File: src/rtl/zacore_fetch_buffered.sv
// zacore_fetch_buffered: PC generator with a FETCH_DEPTH-entry fetch queue.
// Define ZACORE_FETCH_BYPASS_EN for zero-latency fetch when the queue is empty.
module zacore_fetch_buffered #(
   parameter int                    ADDR_WIDTH  = 32,
   parameter logic [ADDR_WIDTH-1:0] RESET_ADDR  = '0,
   parameter int                    FETCH_DEPTH = 4
) (
   input  logic                            i_clk,
   input  logic                            i_rst_n,
   output logic                            o_fetch_req,
   input  logic                            i_fetch_ack,
   output logic [ADDR_WIDTH-3:0]           o_fetch_addr,
   input  logic [31:0]                     i_inst_read,
   output logic                            o_valid,
   input  logic                            i_ready,
   output logic [ADDR_WIDTH-1:0]           o_pc,
   output logic [31:0]                     o_inst,
   input  logic                            i_redirect_valid,
   input  logic [ADDR_WIDTH-1:0]           i_redirect_pc,
   input  logic                            i_invalidate,
   output logic [$clog2(FETCH_DEPTH):0]    o_count
);

   localparam int PW = $clog2(FETCH_DEPTH);
   localparam int CW = PW + 1;
   localparam logic [ADDR_WIDTH-1:0] RST_PC =
      {RESET_ADDR[ADDR_WIDTH-1:2], 2'b00};
   localparam logic [CW-1:0] FULL_CNT = CW'(FETCH_DEPTH);

   logic [ADDR_WIDTH-1:0] pc_q, pc_d;
   logic [PW-1:0]         wptr_q, wptr_d;
   logic [PW-1:0]         rptr_q, rptr_d;
   logic [CW-1:0]         cnt_q, cnt_d;

   logic [ADDR_WIDTH-1:0] pc_mem_q   [FETCH_DEPTH];
   logic [31:0]           inst_mem_q [FETCH_DEPTH];

   logic full, nempty, fire, push, pop;

   assign full         = (cnt_q == FULL_CNT);
   assign nempty       = (cnt_q != '0);
   assign o_fetch_req  = ~full & ~i_redirect_valid & ~i_invalidate;
   assign fire         = o_fetch_req & i_fetch_ack;
   assign pop          = nempty & i_ready;
   assign o_fetch_addr = pc_q[ADDR_WIDTH-1:2];
   assign o_count      = cnt_q;

`ifdef ZACORE_FETCH_BYPASS_EN
   logic byp;
   // fire already excludes redirect/invalidate, so the bypass does too
   assign byp     = fire & i_ready & ~nempty;
   assign push    = fire & ~byp;
   assign o_valid = nempty | byp;
   assign o_pc    = byp ? pc_q : pc_mem_q[rptr_q];
   assign o_inst  = byp ? i_inst_read : inst_mem_q[rptr_q];
`else
   assign push    = fire;
   assign o_valid = nempty;
   assign o_pc    = pc_mem_q[rptr_q];
   assign o_inst  = inst_mem_q[rptr_q];
`endif

   // next-state: redirect > invalidate > push/pop
   always_comb begin
      pc_d   = pc_q;
      wptr_d = wptr_q;
      rptr_d = rptr_q;
      cnt_d  = cnt_q;
      if (i_redirect_valid) begin
         pc_d   = {i_redirect_pc[ADDR_WIDTH-1:2], 2'b00};
         wptr_d = '0;
         rptr_d = '0;
         cnt_d  = '0;
      end else if (i_invalidate) begin
         wptr_d = '0;
         rptr_d = '0;
         cnt_d  = '0;
      end else begin
         if (fire) pc_d = pc_q + ADDR_WIDTH'(4);
         if (push) wptr_d = wptr_q + PW'(1);
         if (pop)  rptr_d = rptr_q + PW'(1);
         unique case ({push, pop})
            2'b10:   cnt_d = cnt_q + CW'(1);
            2'b01:   cnt_d = cnt_q - CW'(1);
            default: cnt_d = cnt_q;
         endcase
      end
   end

   // control state with synchronous reset
   always_ff @(posedge i_clk) begin
      if (!i_rst_n) begin
         pc_q   <= RST_PC;
         wptr_q <= '0;
         rptr_q <= '0;
         cnt_q  <= '0;
      end else begin
         pc_q   <= pc_d;
         wptr_q <= wptr_d;
         rptr_q <= rptr_d;
         cnt_q  <= cnt_d;
      end
   end

   // queue payload; contents are only meaningful below cnt_q
   always_ff @(posedge i_clk) begin
      if (push) begin
         pc_mem_q[wptr_q]   <= pc_q;
         inst_mem_q[wptr_q] <= i_inst_read;
      end
   end

endmodule

File: config.mk
export PLATFORM = sky130hd
export DESIGN_NAME = zacore_fetch_buffered
export DESIGN_NICKNAME = d
export VERILOG_FILES = /design/src/rtl/zacore_fetch_buffered.sv
export SDC_FILE = /design/constraint.sdc
export NUM_CORES = 1
export LEC_CHECK = 0
export CAP_MARGIN = 25
export CORE_AREA = 3 3 162 164
export CTS_BUF_LIST = sky130_fd_sc_hd__clkbuf_8
export CTS_CLUSTER_SIZE = 40
export DETAILED_ROUTE_END_ITERATION = 7
export DIE_AREA = 0 0 165 167
export PLACE_DENSITY_LB_ADDON = 0.15
export REMOVE_ABC_BUFFERS = 1
export SLEW_MARGIN = 40
export SYNTH_ARGS = -nofsm -noshare
export SYNTH_HDL_FRONTEND = slang
export SYNTH_SLANG_ARGS = --single-unit
File: constraint.sdc
create_clock -name i_clk -period 4.16 [get_ports i_clk]
set_input_delay 0.832 -clock i_clk [delete_from_list [all_inputs] [get_ports i_clk]]
set_output_delay 0.832 -clock i_clk [all_outputs]
set_load 0.01 [all_outputs]
==> flow_metrics.tcl <==
set metrics [dict create \
    status "finished clean" \
    finalWirelength_mm 24.4 \
    met3_grt_util 0.0393 \
    layout_worst_path_cycle_share 0.840 \
    synth_cells 605 \
    power.share.combinational 0.051 \
    seqPwrFrac 0.580 \
    detailroute.via_count 6296 \
    grt_start_max_net_pins 41 \
    wire_length_of_the_first_global_routing_pass_mm 37.8 \
    yosys_register_bits 287 \
    io_pins 169 \
    cts_inserted_buffers 45 \
    fmax_mhz 286 \
    die_boundary_height_um 167 \
    yosysSeqAreaShare 0.736 \
    grt.met1_usage 0.249 \
    setup_viol 0 \
    fin_cells 1160 \
    vdd_drop_max_mv 0.181 \
    p_sw_mw 1.17 \
    final.setup.tns_ns 0 \
    drt-pass1-iter-count 5 \
    floorplan.initialDensity 0.447 \
    synth_compound_area_frac 0.0359 \
    dp.cells 1084 \
    num-nets-final 878 \
    yosys_warnings 0 \
    timing.final.crit_period_ns 3.49 \
    antenna_found_initial 0 \
    synth.largest_area_cell "sky130_fd_sc_hd__edfxtp_1" \
    rows 58 \
    synth_enable_flop_cells 248 \
    yosys.cell_types.count 52 \
    yosys.area.top_type_share 0.666 \
    worst_setup_hold_path_clk_slew_ns 0.06 \
    summed_instance_area_of_the_synthesized_netlist_um2 11200 \
    pwr_density_cell_nw_per_um2 395 \
    min_delay_path_depth 2 \
    dp.final_hpwl_mm 15.4 \
    cts_setup_buffers 0 \
    clock_share_of_power 0.370 \
    critical_path.max_fanout 25 \
    fp.dieArea_um2 27600 \
    floorplan.core_area_um2 25000 \
    cts_root_buffer "sky130_fd_sc_hd__clkbuf_8" \
    placement.io_buffers 164 \
    gr-total-overflow 0 \
    switching_share 0.210 \
    postCtsHoldBufs 0 \
    cp-start-kind "flip-flop" \
    die_x_um 165 \
    antenna_cells_inserted 0 \
    area.growth.synth_to_final_pct 26.0 \
    vias_cell 5.43 \
    count_of_final_hold_check_violations 0 \
    worst_ep_arrival_time_ns 2.66 \
    cell_types_with_the_largest_area_share_after_synthesis "sky130_fd_sc_hd__edfxtp_1 67%, sky130_fd_sc_hd__mux4_2 12%, sky130_fd_sc_hd__dfxtp_1 7.0%" \
    antenna_violating_nets_post_route 0 \
    hp-class "reg2reg" \
    synthXorXnorAreaFrac 0.0149 \
    synth.cells.most_frequent "248 x sky130_fd_sc_hd__edfxtp_1, 62 x sky130_fd_sc_hd__mux4_2, 39 x sky130_fd_sc_hd__dfxtp_1" \
    grt_use_met2 0.285 \
    number_of_global_route_vias_before_repair 6663 \
    slew_headroom 0.587 \
    tritoncts_num_sinks 287 \
    maximum_count_of_clock_buffers_along_a_single_path 3 \
    route.detailed.drc 0 \
    yosys.cell_count.top_type "sky130_fd_sc_hd__edfxtp_1" \
    worst_pin_slew_ns 0.619 \
    synth_async_sr_flop_share 0 \
    slew_violations 0 \
    gpl.final_weighted_congestion 0.801 \
    internal_power_mw 4.40 \
    tritoncts "built" \
    cts_resized 0 \
    grt_setup_unrepaired "no" \
    yosys.area_share.simple 0.0620 \
    ff2ff_path_depth 9 \
    max-cap-violations 0 \
    cts.htree.levels 2 \
    globalRoute.busiestLayer "met2" \
    yosys_most_used_dff "sky130_fd_sc_hd__edfxtp_1" \
    first_iter_violations 448 \
    post_synth.cell_area_avg_um2 18.5 \
    synth_top_family_by_area "multiplexers" \
    groute.usage.overall 0.179 \
    worst_case_clock_skew_ns 0.0170 \
    drt-wirelength-per-cell_um 21.0 \
    crit_type "reg2out" \
    clk-insertion-delay-late_ns 0.54 \
    crit_end_element "output pin" \
    synth_adder_area_share 0.00851 \
    cp.required_ns 3.33 \
    leakage_power_nw 4.52 \
    drive_above_1_share 0.173 \
    synth.area.mux_share 0.128 \
]
## worst max-delay path: stages, from the launching register on
cell and delay [ns]:
sky130_fd_sc_hd__dfxtp_4 0.72, sky130_fd_sc_hd__buf_4 0.33, sky130_fd_sc_hd__mux4_2 0.52, sky130_fd_sc_hd__clkdlybuf4s50_1 0.53
## cell type report
type	count	area [um^2]
flip-flops and latches	287	8240
fillers	1946	10900
inverters	9	33.8
well taps	330	413
clock buffers	49	674
multi-input cells	280	2800
repair buffers	178	1820
clock inverters	27	106
## metal layers
layer,wire (um),vias to the layer above
met2,11800,242
met5,0,-
met1,10500,3172
li1,-,2844
met4,441,0
met3,1610,38
## power groups by stage
stage	Clock (mW)	Combinational (mW)	Sequential [mW]
finish	2.06	0.281	3.22
global route	2.25	0.301	3.23
CTS	2.12	0.283	3.22
detailed placement	0	0.282	3.28
global placement	0	0.277	3.28
floorplan	0	0.0864	3.27
## kinds of logic after synthesis
family / after synthesis
buffers and inverters: 39
adders and majority gates: 7
AOI/OAI and AO/OA: 63
muxes: 65
xor gates and xnor gates: 19
DFF: 287
other: 1
and+or+nand+nor: 124
## metrics by stage
step / setup slack [ns] / power (mW) / hold WS (ns) / util / cell area (um^2)
CTS: 0.555 / 5.63 / 0.510 / 0.563 / 14100
finish: 0.666 / 5.56 / 0.504 / 0.563 / 14100
detailed placement: 0.736 / 3.56 / 0.498 / 0.531 / 13300
floorplan: -0.00598 / 3.36 / 0.469 / - / 11100
global placement: 0.871 / 3.55 / 0.483 / 0.530 / 13300
global route: 0.456 / 5.78 / 0.532 / 0.563 / 14100
## sequential cells by signal, summed over array words and instances, names as in the netlist, named ones only
signal / cells
rptr_q: 2
o_count: 3
wptr_q: 2
inst_mem_q: 128
pc_mem_q: 120
pc_q: 30
## placed cells by master (no fill, tap or decap), drive strengths merged, types with 2 or more instances in the layout
cell / n
nor4: 2
dfxtp: 39
mux2i: 3
o22ai: 5
mux4: 62
o311ai: 7
a21oi: 11
or3: 5
clkdlybuf4s50: 164
ha: 6
inv: 29
and3: 7
o21ai: 16
conb: 2
clkbuf: 49
and4: 4
o211ai: 2
buf: 14
and2: 13
xor2: 12
nand3: 17
clkinv: 6
nand2b: 2
nand2: 27
nand4: 14
edfxtp: 248
nor3: 8
nor2: 18
a211oi: 2
a31oi: 12
or4: 3
xnor2: 7
## path summary, 6_finish.rpt
| kind | endpoint | startpoint | slack, ns |
|---|---|---|---|
| worst min register to register | wptr_q[1] | wptr_q[1] | 0.50 |
| worst max register to register | o_count[2] | o_count[2] | 1.31 |
| worst max-delay path | o_pc[18] | flip-flop | 0.67 |
| worst min-delay path | wptr_q[1] | wptr_q[1] | 0.50 |
No activity file was read; power rests on OpenSTA's default activity.
